## src/rtl/pipe_ctrl.sv

```systemverilog
// Pipeline sequencing controller: load-use stalls, branch flushes and multdiv start/wait with watchdog.
// Optional stall statistics counter is built when PIPE_CTRL_STATS_EN is defined.
module pipe_ctrl #(
  parameter int unsigned MD_MAX_CYCLES = 40
) (
  input  logic        clk,
  input  logic        reset,
  input  logic [31:0] fd_IR,
  input  logic [31:0] dx_IR,
  input  logic        branch_taken,
  input  logic        md_ready,
  output logic        pc_en,
  output logic        fd_en,
  output logic        dx_en,
  output logic        xm_en,
  output logic        mw_en,
  output logic        fd_flush,
  output logic        dx_flush,
  output logic        xm_bubble,
  output logic        ctrl_MULT,
  output logic        ctrl_DIV,
  output logic        md_busy,
  output logic        md_error,
  output logic [31:0] stall_cycles
);

  typedef enum logic {RUN, MD_BUSY} state_e;

  localparam logic [4:0] OP_RTYPE = 5'b00000;
  localparam logic [4:0] OP_LW    = 5'b01000;
  localparam logic [4:0] OP_SW    = 5'b00111;
  localparam logic [4:0] ALU_MUL  = 5'b00110;
  localparam logic [4:0] ALU_DIV  = 5'b00111;

  state_e     state_q, state_d;
  logic [7:0] cnt_q, cnt_d;
  logic       md_error_q, md_error_d;

  logic [4:0] fd_op, fd_rd, fd_rs, fd_rt;
  logic [4:0] dx_op, dx_rd, dx_alu;
  logic       dx_is_mul, dx_is_div, dx_is_md, load_use, timeout;
  logic       unused_bits;

  assign fd_op  = fd_IR[31:27];
  assign fd_rd  = fd_IR[26:22];
  assign fd_rs  = fd_IR[21:17];
  assign fd_rt  = fd_IR[16:12];
  assign dx_op  = dx_IR[31:27];
  assign dx_rd  = dx_IR[26:22];
  assign dx_alu = dx_IR[6:2];
  assign unused_bits = ^{fd_IR[11:0], dx_IR[21:7], dx_IR[1:0]};

  assign dx_is_mul = (dx_op == OP_RTYPE) && (dx_alu == ALU_MUL);
  assign dx_is_div = (dx_op == OP_RTYPE) && (dx_alu == ALU_DIV);
  assign dx_is_md  = dx_is_mul || dx_is_div;

  assign load_use = (dx_op == OP_LW) && (dx_rd != 5'd0) &&
                    ((fd_rs == dx_rd) ||
                     ((fd_op == OP_RTYPE) && (fd_rt == dx_rd)) ||
                     ((fd_op == OP_SW) && (fd_rd == dx_rd)));

  // Counter holds (busy cycles - 1); this value means the next increment would reach the limit.
  assign timeout = (cnt_q == 8'(MD_MAX_CYCLES - 2));

  always_comb begin
    pc_en      = 1'b0;
    fd_en      = 1'b0;
    dx_en      = 1'b0;
    xm_en      = 1'b0;
    mw_en      = 1'b0;
    fd_flush   = 1'b0;
    dx_flush   = 1'b0;
    xm_bubble  = 1'b0;
    ctrl_MULT  = 1'b0;
    ctrl_DIV   = 1'b0;
    md_busy    = 1'b0;
    state_d    = state_q;
    cnt_d      = cnt_q;
    md_error_d = md_error_q;
    if (reset) begin
      unique case (state_q)
        RUN: begin
          cnt_d = '0;
          xm_en = 1'b1;
          mw_en = 1'b1;
          if (dx_is_md) begin
            xm_bubble = 1'b1;
            ctrl_MULT = dx_is_mul;
            ctrl_DIV  = dx_is_div;
            state_d   = MD_BUSY;
          end else if (load_use) begin
            dx_en    = 1'b1;
            dx_flush = 1'b1;
          end else begin
            pc_en = 1'b1;
            fd_en = 1'b1;
            dx_en = 1'b1;
            if (branch_taken) begin
              fd_flush = 1'b1;
              dx_flush = 1'b1;
            end
          end
        end
        MD_BUSY: begin
          md_busy = 1'b1;
          xm_en   = 1'b1;
          mw_en   = 1'b1;
          if (md_ready || timeout) begin
            pc_en   = 1'b1;
            fd_en   = 1'b1;
            dx_en   = 1'b1;
            cnt_d   = '0;
            state_d = RUN;
            if (!md_ready) md_error_d = 1'b1;
          end else begin
            xm_bubble = 1'b1;
            cnt_d     = cnt_q + 8'd1;
          end
        end
      endcase
    end
  end

  always_ff @(posedge clk or negedge reset) begin
    if (!reset) begin
      state_q    <= RUN;
      cnt_q      <= '0;
      md_error_q <= 1'b0;
    end else begin
      state_q    <= state_d;
      cnt_q      <= cnt_d;
      md_error_q <= md_error_d;
    end
  end

  assign md_error = md_error_q;

`ifdef PIPE_CTRL_STATS_EN
  logic [31:0] stall_q, stall_d;

  always_comb begin
    stall_d = stall_q;
    if (!pc_en && (stall_q != '1)) stall_d = stall_q + 32'd1;
  end

  always_ff @(posedge clk or negedge reset) begin
    if (!reset) stall_q <= '0;
    else        stall_q <= stall_d;
  end

  assign stall_cycles = stall_q;
`else
  assign stall_cycles = '0;
`endif

endmodule

```

## config.mk

```make
export PLATFORM = sky130hd
export DESIGN_NAME = pipe_ctrl
export DESIGN_NICKNAME = d
export VERILOG_FILES = /design/src/rtl/pipe_ctrl.sv
export SDC_FILE = /design/constraint.sdc
export NUM_CORES = 1
export LEC_CHECK = 0
export CORE_UTILIZATION = 27
export DETAILED_ROUTE_END_ITERATION = 7
export PLACE_DENSITY = 0.9
export RECOVER_POWER = 100
export SKIP_CTS_REPAIR_TIMING = 1
export SYNTH_ARGS = -nofsm -noshare
export SYNTH_HDL_FRONTEND = slang
export SYNTH_SLANG_ARGS = --single-unit
```

## constraint.sdc

```tcl
create_clock -name clk -period 1.8 [get_ports clk]
set_input_delay 0.18 -clock clk [delete_from_list [all_inputs] [get_ports clk]]
set_output_delay 0.18 -clock clk [all_outputs]
set_load 0.02 [all_outputs]
```

Word level (Yosys, flattened, before mapping)
Index checks and enable logic that the tools add are counted.

operators by class
  reduce and logical (&&, ||, !) cells = 14
  equality and inequality tests = 8
  bitwise logic cells = 2
  mux-type cells = 32
  $add $sub $neg = 1

operators by type and width
  cell                 number
  $mux 1               27
  $pmux 8 s2           1
  $eq 5x3->1 const B   3
  $eq 5x5->1           3
  $logic_not 5->1      2
  $add 8x1->8 const B  1
  $eq 8x6->1 const B   1
  $mux 8               1
  $logic_and 1x1->1    6
  $pmux 1 s2           3
  $eq 5x4->1 const B   1
  $reduce_bool 5->1    1
  $logic_or 1x1->1     4
  $reduce_and 4->1     1
  $not 1->1            2

word-level totals
  input bits = 68
  register bits = 10

Logic depth before layout (Yosys ltp)
Gate-level depths: netlist of the first run.

  depth after elaboration = 9
  gate-level depth with buffers = 9

Worst setup path before layout of the first run
Ideal clock, no wire load.

  kind = reg-to-output
  from = register cnt_q[7]
  to = output port pc_en
  data required time = 1620 ps
  data arrival time = 1995 ps
  stages on the path, launching flop included = 8
  path slack = -375 ps
  path buffers = 2
  cell sequence = dfrtp_1 or4b_4 o21ai_2 and2_1 buf_4 nand3_1 o21ai_1 buf_4

on the way
  longest elaborated chain between the ends = 5

RTL lines
  element                 RTL line  RTL
  start, declared         36        logic [7:0] cnt_q, cnt_d;
  start signal, assigned  131       cnt_q <= cnt_d;
  $eq 8x6->1              63        assign timeout = (cnt_q == 8'(MD_MAX_CYCLES - 2));
  $logic_or 1x1->1        108       if (md_ready || timeout) begin
  $mux 1                  -
  $pmux 1 s2              -
  $mux 1                  -
  end, declared           12        output logic pc_en,

No other way between the ends.

Worst setup path after layout of the first run
  from = register cnt_q[7]
  to = output port pc_en

on the way
  longest elaborated chain between the ends = 5

RTL lines
  element           RTL line  RTL
  $eq 8x6->1        63
  $logic_or 1x1->1  108
  $mux 1            108
  $pmux 1 s2        81        unique case (state_q)
  $mux 1            80        if (reset) begin

No other way between the ends.

==> impl_metrics.toml, run 1 <==
[clock_network]
cts_tree = "done"
insertion_delay_ns = 0.24
cts_root_buf = "clkbuf_8"
cts_buffers = 3
cts_max_level = 1
clkSinkCount = 10
clockBufferDepth = 2
clk_pin_slew_ns = 0.05

[setup_path]
end_kind = "output port"
start_kind = "flop"
crit_slowest_cell = "or4b_4"
arrival_ns = 1.88
cpPeakStageDelay_ns = 0.55
reg2reg_depth = 7
path_cells = "or4b_4, o21ai_2, and2_4, nand3_4, o21ai_4, buf_6"
cp.required_ns = 1.62
crit_type = "reg -> out"
cp_max_fo = 4

[synth]
synth_top_area_share_pct = 24.1
async_reset_ff_share_pct = 100
syn_inst = 137
yosys-top-cells-area = "buf_4, dfrtp_1, xnor2_1, xor2_1, nor2_1"
synth_edf_count = 0
yosys.cell_types.count = 38
synthTopCellsByCount = "buf_4, nor2_1, dfrtp_1, xnor2_1, xor2_1"
synth_seq_area_share_pct = 22.3
synth_ff_type = "dfrtp_1"
synth_most_common_cell = "buf_4"
synth_top_cell_by_area = "buf_4"
avgSynthCellArea_sq_um = 8.20
synth.ff_latch_count = 10
syn-cell-area_sq_um = 1120
synth.yosys.warnings = 0

[power]
ir_worst_vdd_mv = 0.251
powerDensity_nw_per_um2 = 451
p_leak_nw = 1.01

[route]
drt_iter0_markers = 21
postRouteAntennaNets = 0
vias = 1122
dr.pass1.iters = 6
drc = 0
wl_per_cell_um = 10.5
wirelength_um = 2830
post_drt_via_cell_ratio = 4.16

[sta]
clock-skew-final_ns = 0.00101
setup_viol = 4
layout_setup_ws_ns = -0.257
slew_viol_final = 0
finalHoldViolCount = 0
rsz0062_at_grt = "yes"
period_minus_slack_ns = 2.06
timing.final.crit_share_pct = 114
fmax_mhz = 486

[floorplan]
ios = 112
die_h_um = 66.5
initial_utilization_pct = 28.1
placementRows = 23
die_w_um = 66.5
die-area_sq_um = 4420
core_region_area_sq_um = 4000

[final_layout]
drive_gt1_share_pct = 32.3
fin_cells = 270
n_antenna_cell = 0
syn_to_final_growth_pct = 74.9
utilization_pct = 49.1
nets = 291
fillCellCount = 370

[placed_design]
gp_congestion = 0.798
io_buffers = 50
dp_hpwl_um = 2390
dp_cells = 264
place_ws_ns = -0.694

[flow_run]
drv_cap = 0

[worst_hold_path]
hold_class = "in -> async"

[outcome]
outcome = "complete, but fails checks"
violations = "negative setup slack"

[global_route]
grtUsageTotal_pct = 11.9
grt_remaining_overflow = 0
antenna_found_initial = 0
grt_pass1_wl_um = 3950
grt_pass1_vias = 959
grt_max_degree = 18
-- layer usage --
metal  GRT usage (%)  vias to the layer above  part of all wire [%]
li1                -                      565                     -
met1            13.2                      518                    38
met2            21.6                       36                    56
met3            2.91                        3                   5.3
met4            4.79                        0                   1.1
met5               0                        -                     0
-- state kept, by name, summed over array words and instances (netlist names) --
signal / count
md_error: 1
state_q: 1
cnt_q: 8
-- power by group --
part / internal, mW / switching, mW
combinational: 0.181 / 0.182
sequential: 0.231 / 0.00268
clock: 0.193 / 0.0977
total: 0.605 / 0.282
-- worst max-delay path, delay by kind of cell, from the launching register on --
family,cells,cell delay (ns)
compound gates,2,0.29
buf+inv,1,0.14
flops,1,0.38
simple gates,3,0.82
-- area by class of cell --
type                    instances  area (sq um)  area share [%]
repair buffers                 85           783            39.8
inverters                       3          11.3           0.573
multi-input cells             118           803            40.9
well taps                      50          62.6            3.18
flip-flops and latches         10           250            12.7
clock buffers                   4          55.1            2.80
-- metrics by stage --
step | TNS, ns | hold WS [ns] | power, mW | instance area, sq um
after floorplan | -0.180 | -0.116 | 0.464 | 1270
after global placement | -4.96 | 0.455 | 0.581 | 1800
after detailed placement | -5.34 | 0.458 | 0.587 | 1800
after CTS | -5.56 | 0.320 | 0.883 | 1860
after global routing | -1.21 | 0.349 | 0.934 | 1970
final | -0.899 | 0.338 | 0.887 | 1970
-- final timing paths --
kind                                      start              endpoint  slack [ns]
setup / recovery           cnt_q[7]$_DFFE_PN0P_                 pc_en       -0.26
min in group clk           md_error$_DFFE_PN0P_  md_error$_DFFE_PN0P_        0.46
hold reg to reg            md_error$_DFFE_PN0P_  md_error$_DFFE_PN0P_        0.46
hold / removal                            reset   state_q$_DFFE_PN0P_        0.34
max in group asynchronous                 reset  cnt_q[2]$_DFFE_PN0P_        1.26
setup reg to reg           cnt_q[7]$_DFFE_PN0P_  cnt_q[2]$_DFFE_PN0P_        0.12
-- layout by cell type, fill, tap and decap left out, types with 4 or more instances in the layout --
cell type,Yosys,routed
nor2_1,13,10
dfrtp_1,10,10
xnor2_1,10,10
dlymetal6s2s_1,0,12
nand4_1,4,4
nand3_1,7,4
nand2_1,5,4
buf_6,0,8
conb_1,1,32
clkbuf_8,0,4
buf_4,36,33
xor2_1,9,9
clkdlybuf4s50_1,0,27
-- kinds of logic (layout without fill, tap and decap cells) --
family,after synthesis,count (layout),share of synthesized area [%]
and+or+nand+nor,48,48,23.4
buffers and inverters,40,92,25.4
xor gates and xnor gates,19,19,14.8
AOI/OAI and AO/OA,15,15,9.69
DFF,10,10,22.3
adders and majority gates,2,2,2.23
muxes,2,2,1.89
other,1,32,0.334
(Power assumes the default switching activity.)
==> run 2: changes to the inputs <==
Settings changed: HOLD_SLACK_MARGIN from default to 0.12, RECOVER_POWER 100 to default.
==> results of run 2 <==
Same layout as run 1: the final DEF is identical, and so are final timing and power.
